--- src/rtl/ascon_bdi_packer.sv ---
// Byte-to-word packer feeding the Ascon core bdi port: little-endian lanes, byte mask, eot/eoi framing.
// Optional type-mismatch detection with sticky err output when ASCON_BDI_PACKER_ERR_EN is defined.
module ascon_bdi_packer #(
  parameter int CCW = 32,
  localparam int CCWD8 = CCW / 8
) (
  input  logic             clk,
  input  logic             rst,
  input  logic [7:0]       s_data,
  input  logic             s_valid,
  output logic             s_ready,
  input  logic [3:0]       s_type,
  input  logic             s_last,
  input  logic             s_final,
  output logic [CCW-1:0]   bdi,
  output logic [CCWD8-1:0] bdi_valid,
  input  logic             bdi_ready,
  output logic [3:0]       bdi_type,
  output logic             bdi_eot,
  output logic             bdi_eoi,
  output logic             busy
`ifdef ASCON_BDI_PACKER_ERR_EN
  ,
  output logic             err
`endif
);

  localparam int CNT_W = $clog2(CCWD8 + 1);
  localparam logic [3:0] D_NULL = 4'd0;

  logic [CCW-1:0]   fill_data_q, fill_data_d;
  logic [CNT_W-1:0] fill_cnt_q, fill_cnt_d;
  logic [3:0]       fill_type_q, fill_type_d;
  logic             fill_eot_q, fill_eot_d, fill_eoi_q, fill_eoi_d;
  logic             pending_q, pending_d;
  logic             out_valid_q, out_valid_d;
  logic [CCWD8-1:0] out_mask_q, out_mask_d;
  logic [CCW-1:0]   out_data_q, out_data_d;
  logic [3:0]       out_type_q, out_type_d;
  logic             out_eot_q, out_eot_d, out_eoi_q, out_eoi_d;
`ifdef ASCON_BDI_PACKER_ERR_EN
  logic             err_q, err_d;
`endif

  logic             accept, out_free, drop, flush, complete;
  logic [CCW-1:0]   merged, word_data;
  logic [CNT_W-1:0] word_cnt;
  logic [3:0]       word_type;

  function automatic logic [CCWD8-1:0] mask_of(input logic [CNT_W-1:0] n);
    mask_of = '0;
    for (int i = 0; i < CCWD8; i++) mask_of[i] = (CNT_W'(i) < n);
  endfunction

  // NOTE: every always_comb output gets a default first, so no path can leave a latch behind.
  always_comb begin
    out_free  = !out_valid_q || bdi_ready;
    accept    = s_valid && !pending_q;
    word_type = (fill_cnt_q == '0) ? s_type : fill_type_q;
    merged    = fill_data_q | (CCW'(s_data) << (8 * fill_cnt_q));
`ifdef ASCON_BDI_PACKER_ERR_EN
    drop      = accept && (fill_cnt_q != '0) && (s_type != fill_type_q);
`else
    drop      = 1'b0;
`endif
    // A dropped last+final byte still closes the partial word so the core sees end-of-input.
    flush     = drop && s_last && s_final;
    complete  = (accept && !drop && (s_last || fill_cnt_q == CNT_W'(CCWD8 - 1))) || flush;
    word_cnt  = flush ? fill_cnt_q : fill_cnt_q + CNT_W'(1);
    word_data = flush ? fill_data_q : merged;

    fill_data_d = fill_data_q;
    fill_cnt_d  = fill_cnt_q;
    fill_type_d = fill_type_q;
    fill_eot_d  = fill_eot_q;
    fill_eoi_d  = fill_eoi_q;
    pending_d   = pending_q;
    out_valid_d = out_valid_q;
    out_mask_d  = out_mask_q;
    out_data_d  = out_data_q;
    out_type_d  = out_type_q;
    out_eot_d   = out_eot_q;
    out_eoi_d   = out_eoi_q;
`ifdef ASCON_BDI_PACKER_ERR_EN
    err_d       = err_q || drop;
`endif

    if (out_valid_q && bdi_ready) begin
      out_valid_d = 1'b0;
      out_mask_d  = '0;
      out_data_d  = '0;
      out_type_d  = D_NULL;
      out_eot_d   = 1'b0;
      out_eoi_d   = 1'b0;
    end

    if (pending_q) begin
      if (out_free) begin
        out_valid_d = 1'b1;
        out_mask_d  = mask_of(fill_cnt_q);
        out_data_d  = fill_data_q;
        out_type_d  = fill_type_q;
        out_eot_d   = fill_eot_q;
        out_eoi_d   = fill_eoi_q;
        pending_d   = 1'b0;
        fill_data_d = '0;
        fill_cnt_d  = '0;
        fill_type_d = D_NULL;
        fill_eot_d  = 1'b0;
        fill_eoi_d  = 1'b0;
      end
    end else if (complete) begin
      if (out_free) begin
        out_valid_d = 1'b1;
        out_mask_d  = mask_of(word_cnt);
        out_data_d  = word_data;
        out_type_d  = word_type;
        out_eot_d   = s_last;
        out_eoi_d   = s_last && s_final;
        fill_data_d = '0;
        fill_cnt_d  = '0;
        fill_type_d = D_NULL;
        fill_eot_d  = 1'b0;
        fill_eoi_d  = 1'b0;
      end else begin
        fill_data_d = word_data;
        fill_cnt_d  = word_cnt;
        fill_type_d = word_type;
        fill_eot_d  = s_last;
        fill_eoi_d  = s_last && s_final;
        pending_d   = 1'b1;
      end
    end else if (accept && !drop) begin
      fill_data_d = merged;
      fill_cnt_d  = word_cnt;
      fill_type_d = word_type;
    end
  end

  // NOTE: state flops use non-blocking assignments so every flop samples pre-edge values.
  always_ff @(posedge clk or posedge rst) begin
    if (rst) begin
      fill_data_q <= '0;
      fill_cnt_q  <= '0;
      fill_type_q <= D_NULL;
      fill_eot_q  <= 1'b0;
      fill_eoi_q  <= 1'b0;
      pending_q   <= 1'b0;
      out_valid_q <= 1'b0;
      out_mask_q  <= '0;
      out_data_q  <= '0;
      out_type_q  <= D_NULL;
      out_eot_q   <= 1'b0;
      out_eoi_q   <= 1'b0;
`ifdef ASCON_BDI_PACKER_ERR_EN
      err_q       <= 1'b0;
`endif
    end else begin
      fill_data_q <= fill_data_d;
      fill_cnt_q  <= fill_cnt_d;
      fill_type_q <= fill_type_d;
      fill_eot_q  <= fill_eot_d;
      fill_eoi_q  <= fill_eoi_d;
      pending_q   <= pending_d;
      out_valid_q <= out_valid_d;
      out_mask_q  <= out_mask_d;
      out_data_q  <= out_data_d;
      out_type_q  <= out_type_d;
      out_eot_q   <= out_eot_d;
      out_eoi_q   <= out_eoi_d;
`ifdef ASCON_BDI_PACKER_ERR_EN
      err_q       <= err_d;
`endif
    end
  end

  assign s_ready   = !pending_q;
  assign bdi       = out_data_q;
  assign bdi_valid = out_valid_q ? out_mask_q : '0;
  assign bdi_type  = out_type_q;
  assign bdi_eot   = out_eot_q;
  assign bdi_eoi   = out_eoi_q;
  assign busy      = (fill_cnt_q != '0) || pending_q || out_valid_q;
`ifdef ASCON_BDI_PACKER_ERR_EN
  assign err       = err_q;
`endif

endmodule

--- config.mk ---
export PLATFORM = sky130hd
export DESIGN_NAME = ascon_bdi_packer
export DESIGN_NICKNAME = d
export VERILOG_FILES = /design/src/rtl/ascon_bdi_packer.sv
export SDC_FILE = /design/constraint.sdc
export NUM_CORES = 1
export LEC_CHECK = 0
export ABC_AREA = 1
export ABC_CLOCK_PERIOD_IN_PS = 5500
export BUFFER_PORTS_ARGS = -buffer_cell sky130_fd_sc_hd__buf_2
export CORE_MARGIN = 2
export CORE_UTILIZATION = 25
export CTS_CLUSTER_DIAMETER = 30
export DETAILED_ROUTE_END_ITERATION = 10
export PLACE_DENSITY_LB_ADDON = 0.1
export SLEW_MARGIN = 10
export SYNTH_ARGS = -nofsm -noshare
export SYNTH_HDL_FRONTEND = slang
export SYNTH_SLANG_ARGS = --single-unit
--- constraint.sdc ---
create_clock -name clk -period 5.5 [get_ports clk]
set_input_delay 1.1 -clock clk [delete_from_list [all_inputs] [get_ports clk]]
set_output_delay 1.1 -clock clk [all_outputs]
set_load 0.01 [all_outputs]
==> impl_metrics.py, run 1 <==
metrics = {
    "logic_synthesis": {
        "yosys-top-cells-area": "dfrtp_1, nand2_1, a21oi_1",
        "synthesis.area_mm2": 0.00439,
        "yosysMostFrequentCell": "nand2_1",
        "yosys-top-cells-count": "nand2_1, dfrtp_1, a21oi_1",
        "async_flop_share_pct": 100,
        "synth_cell_types": 20,
        "synth_cells": 580,
        "synth_ff_type": "dfrtp_1",
        "ys_warn_count": 0,
        "synth-edff-count": 0,
        "synth_top_cell_area_share_pct": 48.5,
        "ys_ff_latch": 85,
        "synth.largest_area_cell": "dfrtp_1",
        "seq_area_frac_synth_pct": 48.5,
        "syn_area_per_cell_um2": 7.57,
        "syn-num-nets": 600,
    },
    "clock_tree": {
        "clk_pin_slew_worst_paths_ns": 0.07,
        "insertion_delay_ns": 0.34,
        "ctsLongestPathBuffers": 2,
        "clock_sinks": 85,
        "cts_hold_buf": 0,
        "cts_tree": "yes",
        "htreeDepth": 3,
        "cts_resized": 0,
        "cts_setup_buffers": 0,
        "cts_inserted_buffers": 9,
        "cts-root-buf": "clkbuf_16",
    },
    "drt": {
        "wl_um": 13900,
        "via_per_inst": 4.69,
        "drt_first_iter_violations": 267,
        "remaining_drc_errors": 0,
        "drt_first_pass_iters": 4,
        "ant_nets": 0,
        "vias": 3998,
        "post_drt_wl_per_cell_um": 16.3,
    },
    "die": {
        "dieArea_mm2": 0.0186,
        "io_pins": 62,
        "fp.dieH_um": 137,
        "core_mm2": 0.0172,
        "die_w_um": 137,
        "initial_core_util_pct": 25.5,
        "rows": 48,
    },
    "critical_path": {
        "cp.arrival_ns": 3.45,
        "reg2reg_from": "pending_q",
        "worstPathCellList": "inv_2, nand2_1, inv_1, nand3_2, nand2_1, buf_4, a21oi_1",
        "cpPeakStageDelay_ns": 0.83,
        "crit_path_end_kind": "register",
        "critPathMaxFanout": 49,
        "rrSetupSlack_ns": 2.26,
        "regToRegEndpoint": "fill_data_q[12]",
        "ff2ff_path_depth": 7,
        "cp_slowest_cell": "nand3_2",
        "required_ns": 5.70,
        "timing.critical_path.mode_cell": "nand2_1",
        "critPathKind": "register to register",
        "critPathTopFamily": "buffers and inverters",
        "path_buf_inv": 3,
        "cp-start-kind": "register",
    },
    "hold_path": {
        "hp-start": "fill_type_q[3]",
        "hold_end": "bdi_type[3]",
        "holdPathStages": 2,
        "hold_class": "register to register",
    },
    "timing": {
        "fmax_mhz": 309,
        "slew_headroom_pct": 31.9,
        "fin_tns_setup_ns": 0,
        "whs_ns": 0.524,
        "fin_crit_sh_pct": 58.9,
        "rsz0062_at_grt": "false",
        "worst_pin_slew_ns": 1.02,
        "slew_violations": 0,
        "hold_violations": 0,
        "fin_skew_ns": 0.00697,
        "setup_viol": 0,
        "fin_crit_ns": 3.24,
    },
    "global_routing": {
        "grt_max_degree": 51,
        "antenna_found_initial": 0,
        "grt_pass1_wl_um": 22700,
        "grt_pass1_vias": 4041,
        "grt.overflow.total": 0,
        "grt_use_total_pct": 15.9,
    },
    "layout": {
        "area_delta_synth_final_pct": 17.2,
        "drive_above_1_share_pct": 15.0,
        "antenna_cells": 0,
        "fin_nets": 643,
    },
    "placement": {
        "gp_congestion": 0.726,
        "io_buffers": 61,
        "dp_hpwl_um": 8670,
    },
    "pwr": {
        "irDropWorstVdd_mv": 0.183,
        "leakagePower_uw": 0.00268,
        "power_density_mw_per_mm2": 510,
    },
    "flow_run": {
        "max_cap_violations": 0,
    },
    "status": {
        "status": "finished, final reports clean",
    },
}
-- cell usage in the layout, fill, tap and decap left out --
cell type	synthesis	layout
nand4_1	1	1
clkinvlp_4	0	2
clkbuf_16	0	9
nand3_1	48	48
nor3_1	1	1
clkinv_2	0	2
nand2_1	230	230
nor2_2	2	4
inv_1	34	33
a21oi_1	69	69
nor2_1	12	10
nand3_2	1	1
ha_1	2	2
clkbuf_1	12	2
clkbuf_8	0	2
inv_2	4	4
o22ai_1	7	7
o21ai_0	7	7
buf_2	18	61
buf_4	0	7
nor2_4	2	2
dfrtp_1	85	85
a22oi_1	39	39
-- per-layer routing --
metal | routed length, µm | part of all wire [%] | GRT usage, %
met1 | 6880 | 49 | 22.8
met2 | 6150 | 44 | 24.4
met3 | 655 | 4.7 | 2.41
met4 | 237 | 1.7 | 5.38
met5 | 0 | 0 | 0
-- final cells by class --
class / instances / area, µm²
fillers: 1888 / 12100
clock inverters: 3 / 20.0
well taps: 225 / 282
flip-flops and latches: 85 / 2130
inverters: 38 / 144
repair buffers: 68 / 358
clock buffers: 13 / 260
multi-input cells: 421 / 1950
-- worst max path at each step --
stage	cells after the start	to	startpoint
2_1_floorplan	1	bdi[0]	rst
3_3_place_gp	7	fill_cnt_q[0]	s_valid
3_5_place_dp	7	fill_cnt_q[0]	s_valid
4_1_cts	7	fill_cnt_q[0]	pending_q
5_1_grt	7	fill_data_q[20]	pending_q
6_report	7	fill_data_q[12]	pending_q
-- per-stage QoR --
stage	utilization, %	setup slack (ns)	cell area [µm²]	total power [µW]	instances
3_3_place_gp	28.2	2.22	4860	2050	837
3_5_place_dp	28.2	2.19	4860	2060	837
4_1_cts	29.8	2.19	5140	2670	853
2_1_floorplan	-	2.21	4390	1680	580
6_report	29.8	2.26	5140	2630	853
5_1_grt	29.8	1.92	5140	2860	853
-- worst reg2reg max path: cells and delay by family, from the launching register on --
family                 cells  cell delay (ns)
buffers and inverters      3             1.37
AND/OR/NAND/NOR            3             1.19
flip-flops                 1             0.40
AO/OA/AOI/OAI              1             0.15
-- logic make-up (layout without fill, tap and decap cells) --
kind of cell | count (synthesis) | in the layout | synth area share (%)
and+or+nand+nor | 297 | 297 | 27.5
AOI/OAI and AO/OA | 122 | 122 | 16.3
DFF | 85 | 85 | 48.5
buffers and inverters | 74 | 122 | 7.18
adders and majority gates | 2 | 2 | 0.570
-- sequential cells by signal (all words and copies together), names as in the netlist --
name         count
bdi             32
fill_data_q     32
bdi_type         4
fill_type_q      4
out_mask_q       4
fill_cnt_q       3
bdi_eoi          1
bdi_eot          1
fill_eoi_q       1
fill_eot_q       1
out_valid_q      1
pending_q        1
-- report_power, final --
part	internal (µW)	switching [µW]
logic	357	640
registers	838	203
clock network	331	255
(Power assumes the default switching activity.)
==> run 2, diff against run 1 <==
--- a/config.mk
+++ b/config.mk
@@ -6,7 +6,7 @@
 export NUM_CORES = 1
 export LEC_CHECK = 0
 export ABC_AREA = 1
-export ABC_CLOCK_PERIOD_IN_PS = 5500
+export ABC_CLOCK_PERIOD_IN_PS = 2800
 export BUFFER_PORTS_ARGS = -buffer_cell sky130_fd_sc_hd__buf_2
 export CORE_MARGIN = 2
 export CORE_UTILIZATION = 25
==> constraint.sdc (replaced) <==
create_clock -name clk -period 2.8 [get_ports clk]
set_input_delay 0.56 -clock clk [delete_from_list [all_inputs] [get_ports clk]]
set_output_delay 0.56 -clock clk [all_outputs]
set_load 0.01 [all_outputs]
==> impl_metrics.py, run 2 (synthesis results as in run 1) <==
metrics = {
    "pwr": {
        "clkPwrFrac_pct": 24.8,
        "leakagePower_uw": 0.00275,
        "power_switching_share_pct": 40.4,
        "p_sw_uw": 2180,
        "irDropWorstVdd_mv": 0.399,
        "power_density_mw_per_mm2": 1020,
        "p_int_uw": 3210,
        "pwr-share-comb_pct": 37.9,
        "pwr-share-seq_pct": 37.4,
    },
    "timing": {
        "hold_violations": 0,
        "rsz0062_at_grt": "false",
        "fin_crit_ns": 2.27,
        "slew_headroom_pct": 55.7,
        "setup_viol": 0,
        "setup_ws_ns": 0.533,
        "fin_skew_ns": 0.00887,
        "fin_tns_setup_ns": 0,
        "fmax_mhz": 441,
        "fin_crit_sh_pct": 80.9,
        "worst_pin_slew_ns": 0.663,
        "slew_violations": 0,
    },
    "layout": {
        "area_delta_synth_final_pct": 20.0,
        "drive_above_1_share_pct": 16.0,
        "mostFrequentLayoutCells": "nand2_1, dfrtp_1, a21oi_1",
        "final_common_cell": "nand2_1",
        "antenna_cells": 0,
        "fill_cells": 1868,
        "fin_nets": 652,
    },
    "critical_path": {
        "cp.arrival_ns": 1.71,
        "path_buf_inv": 3,
        "cpPeakStageDelay_ns": 0.51,
        "cp-start-kind": "register",
        "worstPathCellList": "inv_2, buf_4, nand4_1, buf_2",
        "critPathMaxFanout": 48,
        "critPathKind": "register to output pin",
        "crit_path_end_kind": "output pin",
        "cp_slowest_cell": "buf_4",
        "required_ns": 2.24,
        "critPathTopFamily": "buffers and inverters",
    },
    "placement": {
        "dp_hpwl_um": 9190,
        "pre_cts_slack_ns": 0.758,
        "gp_congestion": 0.735,
        "io_buffers": 61,
    },
    "die": {
        "die_w_um": 137,
        "rows": 48,
        "initial_core_util_pct": 25.5,
        "fp.dieH_um": 137,
        "dieArea_mm2": 0.0186,
        "core_mm2": 0.0172,
        "io_pins": 62,
    },
    "hold_path": {
        "hold_class": "input port to async pin",
    },
    "drt": {
        "via_per_inst": 4.76,
        "ant_nets": 0,
        "remaining_drc_errors": 0,
        "drt_first_pass_iters": 4,
        "vias": 4105,
        "post_drt_wl_per_cell_um": 17.2,
        "drt_first_iter_violations": 240,
        "wl_um": 14900,
    },
    "clock_tree": {
        "htreeDepth": 3,
        "cts_resized": 0,
        "ctsLongestPathBuffers": 2,
        "cts_setup_buffers": 0,
        "cts_inserted_buffers": 9,
        "clock_sinks": 85,
        "insertion_delay_ns": 0.35,
        "cts-root-buf": "clkbuf_16",
        "cts_tree": "yes",
        "clk_pin_slew_worst_paths_ns": 0.07,
        "cts_hold_buf": 0,
    },
    "global_routing": {
        "grt_pass1_vias": 4094,
        "grt_max_degree": 49,
        "grt_use_total_pct": 17.1,
        "antenna_found_initial": 0,
        "grt_pass1_wl_um": 23800,
        "grt.overflow.total": 0,
    },
    "status": {
        "status": "finished, final reports clean",
    },
    "flow_run": {
        "max_cap_violations": 0,
    },
}
-- run 2: final timing paths --
check                           depth (start not counted)  slack, ns               to        from
max in group asynchronous                               3       1.77           bdi[1]         rst
worst max register to register                          7       0.80   fill_type_q[2]   pending_q
min in group clk                                        3       0.48       fill_eoi_q     s_final
worst max-delay path                                    4       0.53             busy   pending_q
worst min register to register                          2       0.52       fill_eot_q  fill_eot_q
worst min-delay path                                    2       0.28  fill_data_q[24]         rst
-- run 2: stage by stage --
step	area (µm²)	total power, µW	hold slack, ns	std cells	util (%)
finish	5270	5390	0.281	862	30.6
global placement	4940	4080	0.506	846	28.7
global route	5270	5830	0.316	862	30.6
CTS	5270	5470	0.291	862	30.6
floorplan	4390	3300	0.470	580	-
detailed placement	4940	4100	0.505	846	28.7
-- run 2: final cells by class --
cell class	instances	area [µm²]	area share [%]
clock buffer	13	260	4.94
multi-input combinational	421	1950	37.0
tap	225	282	5.34
sequential	85	2130	40.4
inverter	38	144	2.73
clock inverter	3	67.6	1.28
timing repair buffer	77	438	8.31
-- run 2: per-layer routing --
layer | vias up | global-route usage [%] | routed length [µm]
li1 | 2016 | - | -
met1 | 1968 | 22.7 | 7000
met2 | 113 | 28.2 | 6880
met3 | 8 | 4.04 | 840
met4 | 0 | 3.82 | 140
met5 | - | 0 | 0
-- run 2: power by group through the flow --
stage	clock [µW]	sequential (µW)	combinational, µW
5_1_grt	1430	2080	2320
4_1_cts	1380	2010	2080
6_report	1330	2010	2040
3_5_place_dp	0	2030	2070
3_3_place_gp	0	2030	2050
2_1_floorplan	0	2050	1250
